--- config.mk ---
export PLATFORM = sky130hd
export DESIGN_NAME = onehot_decoder_reg
export DESIGN_NICKNAME = d
export VERILOG_FILES = /design/src/rtl/decoder_pkg.sv /design/src/rtl/dec2to4_cell.sv /design/src/rtl/onehot_decoder_reg.sv
export SDC_FILE = /design/constraint.sdc
export NUM_CORES = 1
export LEC_CHECK = 0
export CORE_MARGIN = 1
export CORE_UTILIZATION = 35
export DETAILED_ROUTE_END_ITERATION = 8
export PLACE_DENSITY = 0.72
export SYNTH_ARGS = -nofsm -noshare
export SYNTH_HDL_FRONTEND = slang
export SYNTH_SLANG_ARGS = --single-unit
export TNS_END_PERCENT = 5
--- constraint.sdc ---
create_clock -name clk -period 0.8 [get_ports clk]
set_input_delay 0.08 -clock clk [delete_from_list [all_inputs] [get_ports clk]]
set_output_delay 0.08 -clock clk [all_outputs]
set_load 0.1 [all_outputs]
--- src/rtl/decoder_pkg.sv ---
// Shared constants and width helper for the one-hot decoder family.
// Used by the RTL and by its testbench.
package decoder_pkg;

  localparam int MAX_IN_W = 8;
  localparam int CELL_W   = 2;

  function automatic int onehot_width(input int in_w);
    return 1 << in_w;
  endfunction

endpackage

--- src/rtl/dec2to4_cell.sv ---
// 2-to-4 predecode cell: purely combinational binary-to-one-hot on a 2-bit field.
module dec2to4_cell (
  input  logic [1:0] sel,
  output logic [3:0] onehot
);

  always_comb begin
    onehot = 4'b0000;
    case (sel)
      2'b00:   onehot = 4'b0001;
      2'b01:   onehot = 4'b0010;
      2'b10:   onehot = 4'b0100;
      default: onehot = 4'b1000;
    endcase
  end

endmodule

--- src/rtl/onehot_decoder_reg.sv ---
// Registered binary-to-one-hot decoder built from 2-to-4 predecode cells
// combined through an AND-matrix; one cycle latency, full throughput.
module onehot_decoder_reg
  import decoder_pkg::*;
#(
  parameter int IN_W  = 4,
  parameter int OUT_W = onehot_width(IN_W)
) (
  input  logic             clk,
  input  logic             rst_n,
  input  logic             en,
  input  logic [IN_W-1:0]  in_idx,
  output logic [OUT_W-1:0] out_onehot,
  output logic             out_valid
);

  localparam int NCELL = IN_W / CELL_W;

  if (IN_W < CELL_W || IN_W > MAX_IN_W || (IN_W % CELL_W) != 0) begin : g_bad_in_w
    $error("onehot_decoder_reg: IN_W must be even and in 2..8");
  end
  if (OUT_W != onehot_width(IN_W)) begin : g_bad_out_w
    $error("onehot_decoder_reg: OUT_W is derived from IN_W and must not be overridden");
  end

  logic [NCELL-1:0][3:0] cell_out;
  logic [OUT_W-1:0]      onehot_p0;
  logic [OUT_W-1:0]      onehot_p1;
  logic                  vld_p1;

  // Stage p0: predecode each 2-bit field of the index
  for (genvar gk = 0; gk < NCELL; gk++) begin : g_cell
    dec2to4_cell u_cell (
      .sel    (in_idx[CELL_W*gk +: CELL_W]),
      .onehot (cell_out[gk])
    );
  end

  // Output bit i is the AND of each cell's line selected by the matching field of i
  for (genvar gi = 0; gi < OUT_W; gi++) begin : g_bit
    logic [NCELL-1:0] terms;
    for (genvar gk = 0; gk < NCELL; gk++) begin : g_term
      localparam int unsigned FIELD = (gi >> (CELL_W * gk)) % 4;
      assign terms[gk] = cell_out[gk][FIELD];
    end
    assign onehot_p0[gi] = &terms;
  end

  // Stage p1: output registers; a disabled cycle clears the word so nothing stale lingers
  always_ff @(posedge clk) begin
    if (!rst_n) begin
      onehot_p1 <= '0;
      vld_p1    <= 1'b0;
    end else if (en) begin
      onehot_p1 <= onehot_p0;
      vld_p1    <= 1'b1;
    end else begin
      onehot_p1 <= '0;
      vld_p1    <= 1'b0;
    end
  end

  assign out_onehot = onehot_p1;
  assign out_valid  = vld_p1;

endmodule

==> impl_metrics.tcl, run 1 <==
set metrics [dict create \
    status "finished, violations left" \
    critPathLaunchType "flop" \
    clock.fmax_ghz 1.10 \
    required_ns 0.72 \
    crit_family "flip-flops" \
    place_congestion 0.796 \
    routed_wirelength_mm 1.18 \
    slowest_delay_ns 0.36 \
    synth_nets 48 \
    numCtsBuffers 3 \
    critPathBufInv 1 \
    rows 12 \
    max-slew-margin-rel 0.835 \
    power.internal_mw 1.13 \
    clock_path_buffers 2 \
    powerDensity_nw_per_um2 1570 \
    slew_violations 0 \
    first_pass_iters 2 \
    cts_htree_levels 1 \
    cts_tree "built" \
    fill_cells 61 \
    antennaDiodeCount 0 \
    wl_per_cell_um 13.7 \
    path_clk_slew_ns 0.10 \
    die_area_um2 1470 \
    rsz0062_at_grt "true" \
    antenna_found_initial 0 \
    drt_iter0_drc 1 \
    worst_slew_pin_slew_ns 0.246 \
    arrival_ns 0.83 \
    fin_nets 80 \
    end_kind "primary output" \
    hp-class "input port to flop" \
    die_h_um 38.4 \
    gr-total-overflow 0 \
    cp_slowest_cell "dfxtp_2" \
    netlist_area_um2 463 \
    grt_max_degree 11 \
    avgSynthCellArea_um2 11.3 \
    period_minus_slack_ns 0.905 \
    final_core_util 0.834 \
    period_share 1.13 \
    cp_max_fo 1 \
    die_w_um 38.4 \
    failed_checks "setup timing" \
    grt_util_all_layers 0.206 \
    p_switching_mw 0.404 \
    seq_power_share 0.564 \
    ys_types 9 \
    grt_pass1_wl_mm 1.94 \
    synth-seq-cells 17 \
    drv_cap 0 \
    cts-root-buf "clkbuf_4" \
    ant_nets 0 \
    drive_gt1_frac 0.611 \
    combPwrFrac 0.140 \
    postSynthCellCount 41 \
    crit_chain "buf_12" \
    design.portCount 24 \
    netSwitchingFraction 0.263 \
    start_util 0.395 \
    coreArea_um2 1170 \
    place_ws_ns -0.360 \
    setup_ws_ns -0.105 \
    setup_viol 17 \
    area_growth_pct 111 \
    cts_setup_buffers 0 \
    static-leakage-power_nw 0.416 \
    finalPower_mw 1.54 \
    dp_hpwl_um 884 \
    drc 0 \
    ir_worst_vdd_v 0.00146 \
    port_buffers 23 \
    crit_type "flop to primary output" \
    ys_seq_area_frac 0.735 \
    yosys_warnings 0 \
    avgViaCountPerCell 4.78 \
    grt_pass1_vias 414 \
    cts_sinks 17 \
    vias 411 \
    hold_violations 0 \
    pwr-share-clk 0.296 \
]
==> worst paths after layout <==
path | start | endpoint | slack, ns | cells past startpoint
hold / removal | rst_n | out_valid | 0.14 | 2
setup / recovery | out_onehot[12] | out_onehot[12] | -0.11 | 1
==> synth_stat cells (all sizes together) <==
cell type,n,area share
dfxtp,17,0.74
nor2,12,0.097
nor3,4,0.043
nand2b,2,0.027
nand4b,2,0.038
and2,1,0.014
nand2,1,0.0081
nand4,1,0.014
nand4bb,1,0.024
==> logic make-up (layout without fill, tap and decap cells) <==
family        count (synthesis)  count (layout)  share of synthesized area
buf+inv                       0              31                          0
flops                        17              17                      0.735
simple gates                 24              24                      0.265
==> power by group through the flow <==
stage	sequential [mW]	clock, mW	combinational (mW)
floorplan	0.957	0	0.0236
global placement	0.885	0	0.208
CTS	0.867	0.457	0.214
global route	0.868	0.503	0.225
detailed placement	0.885	0	0.213
finish	0.867	0.455	0.214
==> state kept, by name, summed over array words and instances, names as in the netlist <==
signal and cells:
out_onehot 16, out_valid 1
==> layout by cell type, fill, tap and decap left out, types with 2 or more instances in the layout <==
cell type / Yosys / routed
clkdlybuf4s50_1: 0 / 2
nor3_1: 4 / 3
clkbuf_4: 0 / 3
dfxtp_2: 0 / 17
buf_12: 0 / 17
buf_4: 0 / 4
dlymetal6s2s_1: 0 / 4
nor2_1: 12 / 12
nand4b_1: 2 / 2
==> repair_timing <==
item,CTS,global route
hold buffers,0,0
setup endpoints to repair,19,33
resized for setup,16,6
pin swaps,1,3
cloned,0,0
==> layer usage <==
layer / global-route usage / wire length, µm
met2: 0.386 / 684
met5: 0 / 0
met1: 0.201 / 436
met3: 0.0407 / 30
met4: 0.129 / 27
==> through the flow <==
| stage | std cells | setup TNS [ns] | area [µm²] | hold slack, ns |
|---|---|---|---|---|
| 4_1_cts | 86 | -1.67 | 960 | 0.476 |
| 3_5_place_dp | 82 | -4.36 | 912 | 0.547 |
| 6_report | 86 | -1.58 | 977 | 0.138 |
| 2_1_floorplan | 41 | -3.02 | 464 | 0.149 |
| 5_1_grt | 86 | -2.05 | 977 | 0.146 |
| 3_3_place_gp | 82 | -3.59 | 912 | 0.544 |
==> layout make-up <==
cell class | count | area (µm²) | area share
clock buffers | 3 | 22.5 | 0.0230
clock inverters | 1 | 5.00 | 0.00512
multi-input cells | 24 | 130 | 0.133
flip-flops and latches | 17 | 362 | 0.370
well taps | 14 | 17.5 | 0.0179
repair buffers | 27 | 440 | 0.451
No activity file was read; power rests on OpenSTA's default activity.
==> run 2: changes to the inputs <==
--- a/config.mk
+++ b/config.mk
@@ -5,9 +5,10 @@
 export SDC_FILE = /design/constraint.sdc
 export NUM_CORES = 1
 export LEC_CHECK = 0
-export CORE_MARGIN = 1
-export CORE_UTILIZATION = 35
+export CORE_AREA = 2 2 39 41
+export CTS_BUF_LIST = sky130_fd_sc_hd__clkbuf_8
 export DETAILED_ROUTE_END_ITERATION = 8
+export DIE_AREA = 0 0 41 43
 export PLACE_DENSITY = 0.72
 export SYNTH_ARGS = -nofsm -noshare
 export SYNTH_HDL_FRONTEND = slang
==> impl_metrics.tcl, run 2 (same netlist as run 1, synthesis figures left out) <==
set metrics [dict create \
    status "finished, violations left" \
    failed_checks "setup timing" \
    vias 403 \
    static-leakage-power_nw 0.432 \
    grt_max_degree 11 \
    drt_iter0_drc 4 \
    cts-root-buf "clkbuf_8" \
    area_growth_pct 116 \
    arrival_ns 0.78 \
    cp_slowest_cell "dfxtp_2" \
    die_area_um2 1760 \
    cts_htree_levels 1 \
    timing.setup.tns_ns -0.773 \
    avgViaCountPerCell 4.58 \
    fill_cells 90 \
    drc 0 \
    hp-start "en" \
    routed_wirelength_mm 1.18 \
    port_buffers 23 \
    required_ns 0.72 \
    end_kind "primary output" \
    drv_cap 0 \
    clock_path_buffers 2 \
    fin_nets 80 \
    crit_type "flop to primary output" \
    cts_setup_buffers 0 \
    setup_ws_ns -0.0641 \
    dp_hpwl_um 859 \
    die_w_um 41 \
    coreArea_um2 1380 \
    place_ws_ns -0.299 \
    final_cell_mix "17 x dfxtp_2, 17 x buf_12, 12 x nor2_1" \
    grt_pass1_vias 370 \
    hold_buffers 0 \
    place_congestion 0.795 \
    clock.fmax_ghz 1.16 \
    start_util 0.335 \
    cts_sinks 17 \
    worst_slew_pin_slew_ns 0.201 \
    crit_chain "buf_12" \
    antenna_found_initial 0 \
    grt_util_all_layers 0.175 \
    ir_worst_vdd_v 0.00174 \
    path_clk_slew_ns 0.06 \
    critPathLaunchType "flop" \
    design.portCount 24 \
    hp-class "input port to flop" \
    setup_viol 17 \
    first_pass_iters 4 \
    critPathBufInv 1 \
    period_share 1.08 \
    max-slew-margin-rel 0.865 \
    ant_nets 0 \
    rows 14 \
    largest_reg_flops 16 \
    hold_violations 0 \
    die_h_um 43 \
    slowest_delay_ns 0.35 \
    drive_gt1_frac 0.597 \
    crit_family "flip-flops" \
    slew_violations 0 \
    grt_pass1_wl_mm 1.82 \
    rsz0062_at_grt "true" \
    gr-total-overflow 0 \
    antennaDiodeCount 0 \
    crit_start "out_onehot[8]" \
    cts_tree "built" \
    powerDensity_nw_per_um2 1710 \
    wl_per_cell_um 13.4 \
    period_minus_slack_ns 0.864 \
    numCtsBuffers 3 \
    cp_max_fo 1 \
]
-- run 2: final timing paths --
check,end,slack [ns],cells past startpoint
max,out_onehot[8],-0.06,1
min,out_valid,0.16,2
-- run 2: power by group --
group / switching (mW) / internal, mW / total [mW]
sequential: 0.00886 / 0.859 / 0.868
clock: 0.284 / 0.346 / 0.629
combinational: 0.123 / 0.0863 / 0.210
total: 0.416 / 1.29 / 1.71
-- run 2: what timing repair did --
item,4_1_cts,5_1_grt
gates resized for setup,17,5
pin swaps,4,2
endpoints found under the setup margin,21,33
-- run 2: metal layers --
layer | routed length [µm] | track usage | vias up
met2 | 632 | 0.259 | 21
met1 | 427 | 0.177 | 182
li1 | - | - | 196
met4 | 54 | 0.160 | 0
met3 | 64 | 0.0628 | 4
met5 | 0 | 0 | -
-- run 2: cell type report --
| cell class | instances | area [µm²] | area share |
|---|---|---|---|
| repair buffers | 27 | 443 | 0.444 |
| well taps | 16 | 20.0 | 0.0201 |
| multi-input cells | 24 | 128 | 0.128 |
| clock inverters | 1 | 5.00 | 0.00501 |
| clock buffers | 3 | 41.3 | 0.0414 |
| flip-flops and latches | 17 | 362 | 0.362 |
-- run 2: metrics by stage --
step / cell area (µm²) / power, mW / cells / util / hold slack [ns]
after floorplan: 464 / 0.981 / 41 / - / 0.149
after global placement: 915 / 1.09 / 84 / 0.661 / 0.542
after detailed placement: 915 / 1.10 / 84 / 0.661 / 0.543
after CTS: 986 / 1.71 / 88 / 0.712 / 0.494
after global routing: 998 / 1.76 / 88 / 0.722 / 0.189
final: 998 / 1.71 / 88 / 0.722 / 0.160
==> run 3: changes to the inputs <==
--- a/config.mk
+++ b/config.mk
@@ -5,12 +5,13 @@
 export SDC_FILE = /design/constraint.sdc
 export NUM_CORES = 1
 export LEC_CHECK = 0
-export CORE_AREA = 2 2 39 41
+export CORE_MARGIN = 1
+export CORE_UTILIZATION = 42
 export CTS_BUF_LIST = sky130_fd_sc_hd__clkbuf_8
 export DETAILED_ROUTE_END_ITERATION = 8
-export DIE_AREA = 0 0 41 43
-export PLACE_DENSITY = 0.72
+export PLACE_DENSITY = 0.8
 export SYNTH_ARGS = -nofsm -noshare
 export SYNTH_HDL_FRONTEND = slang
+export SYNTH_HIERARCHICAL = 1
 export SYNTH_SLANG_ARGS = --single-unit
 export TNS_END_PERCENT = 5
==> impl_metrics.tcl, run 3 <==
set metrics [dict create \
    hold_violations 0 \
    synth-seq-cells 17 \
    antenna_found_initial 0 \
    synth_top_flop_cell "dfxtp_1" \
    cp_max_fo 1 \
    async_reset_ff_frac 0 \
    place_congestion 0.772 \
    gr-total-overflow 0 \
    combPwrFrac 0.131 \
    powerDensity_nw_per_um2 1620 \
    fin_nets 79 \
    netlist_area_um2 559 \
    seq_power_share 0.514 \
    crit_start "out_onehot[0]" \
    drive_gt1_frac 0.634 \
    cts_tree "built" \
    numCtsBuffers 3 \
    cp.depth 1 \
    yosys_warnings 6 \
    ys_top_cells_by_count "17 x dfxtp_1, 15 x and4_1" \
    ys_seq_area_frac 0.609 \
    synthTopCellsByArea "dfxtp_1 61%, and4_1 23%, and2b_2 3.1%" \
    final_cell_mix "17 x dfxtp_2, 17 x buf_12, 15 x and4_1" \
    grt_util_all_layers 0.211 \
    hp-class "input port to flop" \
    area_growth_pct 86.1 \
    cts_htree_levels 1 \
    dpl.cell_count 81 \
    drt_iter0_drc 9 \
    avgViaCountPerCell 5.21 \
    clock_path_buffers 2 \
    die_w_um 38.5 \
    antennaDiodeCount 0 \
    synth_nets 51 \
    worst_slew_pin_slew_ns 0.232 \
    die_area_um2 1480 \
    routed_wirelength_mm 1.26 \
    synth.largest_area_cell "dfxtp_1" \
    drv_cap 0 \
    wl_per_cell_um 14.8 \
    p_switching_mw 0.405 \
    ff_latch_area_um2 362 \
    multi_input_area_um2 203 \
    end_kind "primary output" \
    yosysMostFrequentCell "dfxtp_1" \
    place_ws_ns -0.373 \
    critPathLaunchType "flop" \
    largest_reg_flops 16 \
    pwr-share-clk 0.355 \
    grt_pass1_wl_mm 2.00 \
    fill_cells 48 \
    postSynthCellCount 44 \
    period_share 1.06 \
    cts_setup_buffers 0 \
    finalPower_mw 1.69 \
    cp_slowest_cell "dfxtp_2" \
    netSwitchingFraction 0.240 \
    coreArea_um2 1170 \
    timing.setup.tns_ns -0.627 \
    period_minus_slack_ns 0.848 \
    static-leakage-power_nw 0.435 \
    synth_top_cell_area_share 0.609 \
    port_buffers 23 \
    crit_chain "buf_12" \
    cts_sinks 17 \
    critPathBufInv 1 \
    first_pass_iters 3 \
    required_ns 0.72 \
    grt_max_degree 18 \
    ir_worst_vdd_v 0.00138 \
    die_h_um 38.5 \
    status "finished, violations left" \
    crit_end "out_onehot[0]" \
    slew_violations 0 \
    synth_edf_count 0 \
    failed_checks "setup timing" \
    vias 443 \
    crit_family "flip-flops" \
    design.portCount 24 \
    clock.fmax_ghz 1.18 \
    arrival_ns 0.77 \
    crit_type "flop to primary output" \
    start_util 0.478 \
    power.internal_mw 1.28 \
    setup_ws_ns -0.0479 \
    ant_nets 0 \
    grt_pass1_vias 444 \
    ys_types 10 \
    cts-root-buf "clkbuf_8" \
    path_clk_slew_ns 0.06 \
    rows 12 \
    max-slew-margin-rel 0.845 \
    slowest_delay_ns 0.35 \
    setup_viol 17 \
    avgSynthCellArea_um2 12.7 \
    rsz0062_at_grt "true" \
    fin_cells 85 \
    drc 0 \
]
[run 3: layer usage]
layer | share of wire | up-vias | GRT usage
met1 | 0.43 | 208 | 0.247
li1 | - | 219 | -
met3 | 0.020 | 2 | 0.0349
met2 | 0.53 | 14 | 0.342
met5 | 0 | - | 0
met4 | 0.015 | 0 | 0.155
[run 3: repair_timing]
item,CTS,global route
resized for setup,21,1
pin swaps,0,0
setup endpoints to repair,29,18
gates cloned,0,0
hold buffers,0,0
[run 3: power by group through the flow]
stage / Clock, mW / Sequential, mW / Combinational [mW]
after global placement: 0 / 0.885 / 0.215
final: 0.600 / 0.868 / 0.221
after floorplan: 0 / 0.957 / 0.0443
after CTS: 0.607 / 0.868 / 0.217
after global routing: 0.647 / 0.868 / 0.230
after detailed placement: 0 / 0.885 / 0.221
[run 3: layout make-up]
cell class | count | area share
repair buffers | 25 | 0.398
flip-flops and latches | 17 | 0.347
multi-input cells | 25 | 0.195
well taps | 14 | 0.0168
clock inverters | 1 | 0.00361
clock buffers | 3 | 0.0397
[run 3: cells by family after synthesis]
logic type / synth area share
buffers and inverters: 0.0336
DFF: 0.609
and+or+nand+nor: 0.358
[run 3: per-stage QoR]
stage                util  area, µm²  hold slack, ns
global route        0.889       1040           0.381
CTS                 0.886       1040           0.348
finish              0.889       1040           0.360
global placement    0.832        975           0.545
detailed placement  0.832        975           0.547
floorplan               -        561           0.268
[run 3: how the worst min path moves through the flow]
| stage | cells after the start | startpoint | end |
|---|---|---|---|
| final | 3 | in_idx[3] | out_onehot[0] |
| after global routing | 3 | in_idx[0] | out_onehot[6] |
| after CTS | 3 | in_idx[3] | out_onehot[0] |
| after detailed placement | 1 | out_onehot[14] | out_onehot[14] |
| after global placement | 1 | out_onehot[0] | out_onehot[0] |
| after floorplan | 1 | en | out_onehot[0] |
